[config.mk]
export PLATFORM = sky130hd
export DESIGN_NAME = fetch_unit
export DESIGN_NICKNAME = d
export VERILOG_FILES = /design/src/rtl/common_types.sv /design/src/rtl/fetch_queue.sv /design/src/rtl/fetch_unit.sv
export SDC_FILE = /design/constraint.sdc
export NUM_CORES = 1
export LEC_CHECK = 0
export ABC_AREA = 0
export BUFFER_PORTS_ARGS = -buffer_cell sky130_fd_sc_hd__buf_2
export CAP_MARGIN = 0
export CELL_PAD_IN_SITES_DETAIL_PLACEMENT = 1
export CELL_PAD_IN_SITES_GLOBAL_PLACEMENT = 2
export CORE_MARGIN = 3
export CORE_UTILIZATION = 37
export DETAILED_ROUTE_END_ITERATION = 8
export PLACE_DENSITY_LB_ADDON = 0.25
export SLEW_MARGIN = 15
export SYNTH_ARGS = -nofsm -noshare
export SYNTH_HDL_FRONTEND = slang
export SYNTH_SLANG_ARGS = --single-unit
[constraint.sdc]
create_clock -name clk -period 6.6 [get_ports clk]
set_input_delay 0.33 -clock clk [delete_from_list [all_inputs] [get_ports clk]]
set_output_delay 0.33 -clock clk [all_outputs]
set_load 0.005 [all_outputs]
[src/rtl/common_types.sv]
// Shared fetch-path types: address/data widths, default queue depth and the
// fetch FSM state encoding.
package common_types;

  typedef logic [15:0] addr_t;
  typedef logic [7:0]  data_t;

  localparam int unsigned FETCH_DEPTH = 4;

  typedef enum logic [1:0] {
    IDLE,
    RUN,
    REDIR
  } fst_t;

  function automatic int unsigned wrap_idx(input int unsigned idx, input int unsigned depth);
    return idx % depth;
  endfunction

endpackage

[src/rtl/fetch_queue.sv]
// Circular byte queue for the fetch path: 1-byte push, 0-3 byte pop, flush.
// Exposes the three head bytes and the current occupancy.
module fetch_queue
  import common_types::*;
#(
  parameter int unsigned DEPTH = FETCH_DEPTH
) (
  input  logic       clk,
  input  logic       rst_n,
  input  logic       flush,
  input  logic       push,
  input  data_t      push_data,
  input  logic [1:0] pop_cnt,
  output data_t      byte0,
  output data_t      byte1,
  output data_t      byte2,
  output logic [2:0] count
);

  localparam int unsigned IW = (DEPTH > 1) ? $clog2(DEPTH) : 1;

  data_t          mem_q [DEPTH];
  logic [IW-1:0]  head_q, head_d;
  logic [IW-1:0]  tail_q, tail_d;
  logic [2:0]     count_q, count_d;

  always_comb begin
    head_d  = IW'(wrap_idx(32'(head_q) + 32'(pop_cnt), DEPTH));
    tail_d  = push ? IW'(wrap_idx(32'(tail_q) + 32'd1, DEPTH)) : tail_q;
    count_d = count_q + {2'b00, push} - {1'b0, pop_cnt};
    if (flush) begin
      head_d  = '0;
      tail_d  = '0;
      count_d = '0;
    end
  end

  always_ff @(posedge clk) begin
    if (!rst_n) begin
      head_q  <= '0;
      tail_q  <= '0;
      count_q <= '0;
    end else begin
      head_q  <= head_d;
      tail_q  <= tail_d;
      count_q <= count_d;
    end
  end

  // Storage carries no reset; contents beyond count are don't-care.
  always_ff @(posedge clk) begin
    if (push && !flush) mem_q[tail_q] <= push_data;
  end

  assign byte0 = mem_q[IW'(wrap_idx(32'(head_q),         DEPTH))];
  assign byte1 = mem_q[IW'(wrap_idx(32'(head_q) + 32'd1, DEPTH))];
  assign byte2 = mem_q[IW'(wrap_idx(32'(head_q) + 32'd2, DEPTH))];
  assign count = count_q;

endmodule

[src/rtl/fetch_unit.sv]
// Byte fetch unit: FSM, fetch PC, in-flight tracking and sticky err around a
// fetch_queue. Optional stall counter output when FETCH_STALL_CNT_EN is defined.
module fetch_unit
  import common_types::*;
#(
  parameter addr_t       RESET_PC = 16'h0000,
  parameter int unsigned DEPTH    = FETCH_DEPTH
) (
  input  logic       clk,
  input  logic       rst_n,
  output addr_t      mem_addr,
  output logic       mem_rd,
  input  data_t      mem_data,
  input  logic       redirect,
  input  addr_t      redirect_pc,
  input  logic [1:0] consume,
  output data_t      q_byte0,
  output data_t      q_byte1,
  output data_t      q_byte2,
  output logic [2:0] q_count,
  output addr_t      q_pc,
  output logic       err
`ifdef FETCH_STALL_CNT_EN
  ,
  output logic [15:0] stall_cnt
`endif
);

  localparam logic [3:0] DEPTH_W = 4'(DEPTH);

  fst_t       state_q, state_d;
  addr_t      fpc_q, fpc_d;
  addr_t      q_pc_q, q_pc_d;
  logic       in_flight_q, in_flight_d;
  logic       err_q, err_d;
  logic       rd;
  logic       pop_ok;
  logic [1:0] pop_cnt;
  logic [3:0] occupancy;

  always_comb begin
    state_d     = state_q;
    fpc_d       = fpc_q;
    q_pc_d      = q_pc_q;
    err_d       = err_q;
    occupancy   = {1'b0, q_count} + {3'b000, in_flight_q};
    rd          = rst_n && (state_q == RUN) && (occupancy < DEPTH_W);
    in_flight_d = rd;
    pop_ok      = ({1'b0, consume} <= q_count);
    pop_cnt     = (pop_ok && !redirect) ? consume : 2'd0;

    case (state_q)
      IDLE:    state_d = RUN;
      RUN:     state_d = RUN;
      REDIR:   state_d = RUN;
      default: state_d = IDLE;
    endcase

    if (rd) fpc_d = fpc_q + 16'd1;
    q_pc_d = q_pc_q + 16'(pop_cnt);
    if (!pop_ok) err_d = 1'b1;

    // Redirect wins over everything: the read issued now is marked not in
    // flight, so its return next cycle is never pushed.
    if (redirect) begin
      state_d     = REDIR;
      fpc_d       = redirect_pc;
      q_pc_d      = redirect_pc;
      in_flight_d = 1'b0;
    end
  end

  always_ff @(posedge clk) begin
    if (!rst_n) begin
      state_q     <= IDLE;
      fpc_q       <= RESET_PC;
      q_pc_q      <= RESET_PC;
      in_flight_q <= 1'b0;
      err_q       <= 1'b0;
    end else begin
      state_q     <= state_d;
      fpc_q       <= fpc_d;
      q_pc_q      <= q_pc_d;
      in_flight_q <= in_flight_d;
      err_q       <= err_d;
    end
  end

  fetch_queue #(.DEPTH(DEPTH)) u_queue (
    .clk       (clk),
    .rst_n     (rst_n),
    .flush     (redirect),
    .push      (in_flight_q),
    .push_data (mem_data),
    .pop_cnt   (pop_cnt),
    .byte0     (q_byte0),
    .byte1     (q_byte1),
    .byte2     (q_byte2),
    .count     (q_count)
  );

  assign mem_rd   = rd;
  assign mem_addr = fpc_q;
  assign q_pc     = q_pc_q;
  assign err      = err_q;

`ifdef FETCH_STALL_CNT_EN
  logic [15:0] stall_q, stall_d;

  always_comb begin
    stall_d = stall_q;
    if (state_q == RUN && q_count == 3'd0 && stall_q != '1) stall_d = stall_q + 16'd1;
  end

  always_ff @(posedge clk) begin
    if (!rst_n) stall_q <= '0;
    else        stall_q <= stall_d;
  end

  assign stall_cnt = stall_q;
`endif

endmodule

==> results.json, run 1 <==
{
  "ioPinCount": 90,
  "totalNegativeSetupSlack_ns": 0,
  "grt_first_pass_wirelength_um": 16790,
  "crit_path_end_kind": "flip-flop",
  "hold_path_class": "in2reg",
  "cts_buffer_depth": 2,
  "post-cts-setup-buffers": 0,
  "syn_to_final_growth_pct": 19.69,
  "synth-seq-cells": 75,
  "grt_remaining_overflow": 0,
  "power.ir.vdd_worst_uv": 106.6,
  "port_buffers": 89,
  "cts_buf_count": 9,
  "placed_insts": 539,
  "power_per_cell_area_nw_per_um2": 217.2,
  "cells_traversed_along_the_worst_timing_path": "inv_1 > ha_1 > nor2b_1 > o21a_1 > nor3_1 > ha_1 > inv_1 > fa_1 > nand4b_1 > nor4_1 > xnor2_1 > a21oi_1",
  "period_utilization": 0.4944,
  "setup_crit_start_kind": "flip-flop",
  "track_usage": 0.1843,
  "synth_cell_type_count": 40,
  "synth_top_area_cell": "sky130_fd_sc_hd__edfxtp_1",
  "cts_num_sinks": 75,
  "yosysMostFrequentCell": "sky130_fd_sc_hd__dfxtp_1",
  "tightest_slew_ns": 1.109,
  "ctsResizeCount": 0,
  "clock_latency_at_the_later_pin_of_the_worst_skew_pair_ns": 0.35,
  "critPathRequiredTime_ns": 6.82,
  "yosysSeqAreaShare": 0.4732,
  "clock-skew-final_ns": 0.006336,
  "timing_hold_violations_final": 0,
  "detail_route.drc_violations": 0,
  "syn_nets": 376,
  "timing.setup.critical_path_class": "reg2reg",
  "netlist.area_leader.share": 0.2496,
  "drt_first_iter_violations": 112,
  "cts-htree-levels": 3,
  "timing.rr.end": "q_pc[14]",
  "holdCritStartpoint": "redirect_pc[0]",
  "syn_area_um2": 3850,
  "timing.critical_path.fanout_max": 5,
  "die_height_um": 108.0,
  "detailed_place.area_um2": 4409,
  "clk_root_buffer_cell": "sky130_fd_sc_hd__clkbuf_8",
  "postSynth.asyncResetShare": 0,
  "cts_tree": "yes",
  "ys.warnings.count": 0,
  "fmax_ghz": 0.3065,
  "setup.worst_path.end": "q_pc[14]",
  "worst_hold_slack_ns": 0.1926,
  "multiInputGateArea_um2": 1908,
  "reg2reg_depth": 12,
  "worstPathArrival_ns": 3.49,
  "vias_per_cell": 5.506,
  "initial_standard_cell_utilization_of_the_core": 0.3868,
  "synthCells": 332,
  "avgSynthCellArea_um2": 11.60,
  "fp.dieW_um": 108.0,
  "grt.met3_usage": 0.03821,
  "post_synth_most_frequent_cells": "sky130_fd_sc_hd__dfxtp_1 (43), sky130_fd_sc_hd__edfxtp_1 (32), sky130_fd_sc_hd__mux4_2 (24)",
  "rrSetupSlack_ns": 3.34,
  "critical-path-max-stage-delay_ns": 0.45,
  "rsz0062_at_grt": "false",
  "area.sequential_um2": 1822,
  "synthTopCellsByArea": "sky130_fd_sc_hd__edfxtp_1 (25%), sky130_fd_sc_hd__dfxtp_1 (22%), sky130_fd_sc_hd__mux4_2 (14%), sky130_fd_sc_hd__ha_1 (4.2%), sky130_fd_sc_hd__xnor2_1 (3.4%)",
  "grt_util_met1": 0.2220,
  "grt_start_max_net_pins": 38,
  "antenna_found_initial": 1,
  "reg2reg_from": "u_queue.count[1]",
  "slew_viol_final": 0,
  "rows": 36,
  "routabilityCongestion": 0.7272,
  "die_area_um2": 11670,
  "antennaDiodeCount": 0,
  "n_fill_cell": 1124,
  "synth_top_flop_cell": "sky130_fd_sc_hd__dfxtp_1",
  "clk_pin_slew_worst_paths_ns": 0.08,
  "crit_path_start": "u_queue.count[1]",
  "ant_nets": 0,
  "grt_busiest_layer": "met2",
  "grt.met2_usage": 0.3295,
  "power.static_leakage_nw": 1.706,
  "design.final.nets": 461,
  "worst_slew_margin_rel": 0.2594,
  "routedWlPerCell_um": 18.92,
  "max-cap-violations": 0,
  "status": "finished, final reports clean",
  "drive_gt1_frac": 0.3270,
  "instances_no_fill": 555,
  "post_cts_hold_buffer_count": 0,
  "final_area_um2": 4608,
  "place_hpwl_um": 7804,
  "postRouteWirelength_um": 10500,
  "placeableCoreArea_um2": 9955,
  "grt_pass1_vias": 3238,
  "critPathSlowestCell": "sky130_fd_sc_hd__fa_1",
  "setup_viol": 0,
  "synth-edff-count": 32,
  "drt_pass1_iterations": 4,
  "timing.final.crit_period_ns": 3.263,
  "routed-via-count": 3056
}
[through the flow]
step	utilization	setup WS [ns]	total power [W]
6_report	0.4629	3.337	0.001001
5_1_grt	0.4629	2.945	0.001047
4_1_cts	0.4629	3.268	0.001012
3_5_place_dp	0.4429	3.258	0.0006502
3_3_place_gp	0.4429	3.319	0.0006460
2_1_floorplan	-	3.720	0.0005950
[metal layers]
metal | share of wire | vias to the layer above
met2 | 0.52 | 85
met4 | 0.016 | 2
met5 | 0.0017 | -
met1 | 0.42 | 1522
li1 | - | 1429
met3 | 0.047 | 18
[how the worst min path moves through the flow]
stage                          endpoint  slack, ns  depth (start not counted)
floorplan                    state_q[0]       0.40                          1
global placement             state_q[0]       0.41                          1
detailed placement           state_q[0]       0.42                          1
CTS                         mem_addr[0]       0.19                          3
global route        u_queue.mem_q[0][3]       0.18                          1
finish                      mem_addr[0]       0.19                          3
[critical path: cells and delay by family, from the launching register on]
kind,cells,cell delay [ns]
AO/OA/AOI/OAI,2,0.27
flip-flops,1,0.38
AND/OR/NAND/NOR,4,1.22
buffers and inverters,2,0.12
XOR/XNOR,1,0.16
adder cells (fa/ha/maj),3,0.99
[sequential cells by signal, summed over array words and instances (netlist names)]
signal,cells
u_queue.head_q,2
state_q,2
u_queue.mem_q,32
u_queue.tail_q,2
err,1
mem_addr,16
in_flight_q,1
q_pc,16
u_queue.count,3
[power breakdown]
group | internal (W) | leakage, nW | total [W] | switching, W
sequential | 0.000500 | 0.643 | 0.000525 | 0.0000246
combinational | 0.0000554 | 0.969 | 0.000113 | 0.0000572
clock | 0.000177 | 0.0939 | 0.000363 | 0.000187
total | 0.000733 | 1.71 | 0.00100 | 0.000268
[final cells by class]
type / instances / share of cell area
multi-input combinational: 226 / 0.4141
sequential: 75 / 0.3953
timing repair buffer: 91 / 0.09992
tap: 133 / 0.03611
clock buffer: 9 / 0.02688
clock inverter: 7 / 0.01629
inverter: 14 / 0.01140
[logic make-up (layout without fill, tap and decap cells)]
| family | Yosys count | after routing | share of synthesized area |
|---|---|---|---|
| DFF | 75 | 75 | 0.4732 |
| and+or+nand+nor | 104 | 104 | 0.1547 |
| AOI/OAI and AO/OA | 55 | 55 | 0.08125 |
| xor gates and xnor gates | 22 | 22 | 0.05005 |
| buffers and inverters | 31 | 121 | 0.03120 |
| muxes | 30 | 30 | 0.1570 |
| adders and majority gates | 15 | 15 | 0.05265 |
[placed cells by master, fill, tap and decap left out, drive strengths merged, types with 5 or more instances in the layout]
cell type,synthesis,layout
ha,13,13
clkbuf,12,9
or4,5,5
nand2,18,18
and2,11,11
nand3,15,15
xor2,7,7
edfxtp,32,32
nor2b,5,5
dfxtp,43,43
o21ai,23,23
or3,6,6
nor2,10,10
a21oi,17,17
mux4,24,24
inv,14,16
nor3,5,5
xnor2,15,15
nand4,15,15
a31oi,6,6
buf,5,91
(Power assumes the default switching activity.)
==> inputs of run 2 (changes only) <==
--- a/config.mk
+++ b/config.mk
@@ -11,7 +11,7 @@
 export CELL_PAD_IN_SITES_DETAIL_PLACEMENT = 1
 export CELL_PAD_IN_SITES_GLOBAL_PLACEMENT = 2
 export CORE_MARGIN = 3
-export CORE_UTILIZATION = 37
+export CORE_UTILIZATION = 31
 export DETAILED_ROUTE_END_ITERATION = 8
 export PLACE_DENSITY_LB_ADDON = 0.25
 export SLEW_MARGIN = 15
==> constraint.sdc (replaced) <==
create_clock -name clk -period 2.9 [get_ports clk]
set_input_delay 0.145 -clock clk [delete_from_list [all_inputs] [get_ports clk]]
set_output_delay 0.145 -clock clk [all_outputs]
set_load 0.005 [all_outputs]
==> results.json, run 2 (synthesized netlist as in run 1, its figures left out) <==
{
  "grt_remaining_overflow": 0,
  "instances_no_fill": 602,
  "setup_crit_start_kind": "flip-flop",
  "layout_setup_ws_ns": 0.1282,
  "postRouteWirelength_um": 10550,
  "drt_pass1_iterations": 4,
  "drive_gt1_frac": 0.3802,
  "crit_path_start": "u_queue.count[1]",
  "routedWlPerCell_um": 17.52,
  "cts_buffer_depth": 2,
  "clk_pin_slew_worst_paths_ns": 0.06,
  "worstPathArrival_ns": 2.99,
  "setup.worst_path.end": "q_pc[12]",
  "highest_count_cells_in_the_layout_ignoring_fill_and_taps": "sky130_fd_sc_hd__buf_2 (89), sky130_fd_sc_hd__dfxtp_1 (42), sky130_fd_sc_hd__edfxtp_1 (32), sky130_fd_sc_hd__mux4_2 (24), sky130_fd_sc_hd__o21ai_0 (22)",
  "fp.dieW_um": 117.4,
  "routed-via-count": 3058,
  "largest-register": "u_queue.mem_q",
  "fin_total_pwr_w": 0.002574,
  "cts_num_sinks": 75,
  "crit_top_cell": "sky130_fd_sc_hd__inv_2",
  "rows": 40,
  "timing.critical_path.fanout_max": 3,
  "rsz0062_at_grt": "true",
  "die_area_um2": 13790,
  "track_usage": 0.1561,
  "cts-htree-levels": 3,
  "power.ir.vdd_worst_uv": 206.4,
  "final_common_cell": "sky130_fd_sc_hd__buf_2",
  "detail_route.drc_violations": 0,
  "post_cts_hold_buffer_count": 0,
  "antennaDiodeCount": 0,
  "period_utilization": 0.9558,
  "hold_path_class": "in2reg",
  "die_height_um": 117.4,
  "placeableCoreArea_um2": 12060,
  "ioPinCount": 90,
  "design.final.nets": 473,
  "reg2reg_depth": 12,
  "placed_insts": 583,
  "ant_nets": 0,
  "grt_start_max_net_pins": 38,
  "setup_viol": 0,
  "worst_slack_placed_ns": -0.08007,
  "clock_latency_at_the_later_pin_of_the_worst_skew_pair_ns": 0.34,
  "timing.setup.critical_path_class": "reg2reg",
  "initial_standard_cell_utilization_of_the_core": 0.3192,
  "grt_pass1_vias": 3274,
  "crit_path_end_kind": "flip-flop",
  "clk_root_buffer_cell": "sky130_fd_sc_hd__clkbuf_16",
  "timing_hold_violations_final": 0,
  "reg2reg_from": "u_queue.count[1]",
  "worst_hold_slack_ns": 0.01823,
  "rrSetupSlack_ns": 0.13,
  "tightest_slew_ns": 0.6790,
  "largest_register_ff_count": 32,
  "vias_per_cell": 5.080,
  "antenna_found_initial": 0,
  "place_hpwl_um": 7918,
  "cts_tree": "yes",
  "power_per_cell_area_nw_per_um2": 524.1,
  "critical-path-max-stage-delay_ns": 0.36,
  "status": "finished, final reports clean",
  "slew_viol_final": 0,
  "syn_to_final_growth_pct": 27.56,
  "port_buffers": 89,
  "timing.final.crit_period_ns": 2.772,
  "timing.rr.end": "q_pc[12]",
  "drt_first_iter_violations": 98,
  "cts_buf_count": 9,
  "fmax_ghz": 0.3608,
  "worst_slew_margin_rel": 0.5467,
  "routabilityCongestion": 0.7402,
  "grt_first_pass_wirelength_um": 17190,
  "power.static_leakage_nw": 1.839,
  "totalNegativeSetupSlack_ns": 0,
  "clock-skew-final_ns": 0.007548,
  "critPathSlowestCell": "sky130_fd_sc_hd__fa_2",
  "max-cap-violations": 0,
  "critPathRequiredTime_ns": 3.12,
  "cells_traversed_along_the_worst_timing_path": "inv_2 > ha_4 > nor2b_4 > o21a_1 > nor3_2 > ha_2 > inv_2 > fa_2 > nand4b_1 > nor4_2 > xnor2_1 > a21oi_1"
}
[run 2: power breakdown]
part	internal [W]	switching, W
clock network	0.000603	0.000489
logic	0.000145	0.000140
registers	0.00114	0.0000561
total	0.00189	0.000685
[run 2: repair_timing]
item,4_1_cts,5_1_grt
resized for setup,2,14
pin swaps,0,9
setup endpoints to repair,3,11
setup buffers,0,3
[run 2: worst max-delay path, delay by kind of cell (launching register included)]
kind                     cells  cell delay [ns]
flip-flops                   1             0.33
buffers and inverters        2             0.08
adder cells (fa/ha/maj)      3             0.80
XOR/XNOR                     1             0.15
AND/OR/NAND/NOR              4             1.00
AO/OA/AOI/OAI                2             0.30
[run 2: worst min path at each step]
stage | from | end | slack [ns] | depth (start not counted)
3_3_place_gp | mem_data[1] | u_queue.mem_q[1][1] | 0.36 | 1
4_1_cts | mem_data[6] | u_queue.mem_q[1][6] | 0.005 | 1
6_report | mem_data[6] | u_queue.mem_q[1][6] | 0.02 | 1
2_1_floorplan | mem_data[0] | u_queue.mem_q[0][0] | 0.24 | 0
5_1_grt | mem_data[1] | u_queue.mem_q[0][1] | 0.01 | 1
3_5_place_dp | mem_data[6] | u_queue.mem_q[1][6] | 0.36 | 1
[run 2: area by class of cell]
cell class | count | area, um2
fillers | 1338 | 7151
multi-input cells | 226 | 1972
flip-flops and latches | 75 | 1823
repair buffers | 103 | 563.0
clock buffers | 9 | 225.2
well taps | 168 | 210.2
clock inverters | 7 | 65.06
inverters | 14 | 52.55
[run 2: metrics by stage]
stage / instance area, um2 / util
floorplan: 3850 / -
global placement: 4533 / 0.3758
detailed placement: 4533 / 0.3758
CTS: 4831 / 0.4005
global route: 4911 / 0.4072
finish: 4911 / 0.4072
[run 2: routing by layer]
layer,global-route usage,part of all wire,vias to the layer above
li1,-,-,1456
met2,0.2738,0.51,67
met4,0.06378,0.018,0
met1,0.1835,0.42,1520
met3,0.03713,0.050,15
met5,0,0,-
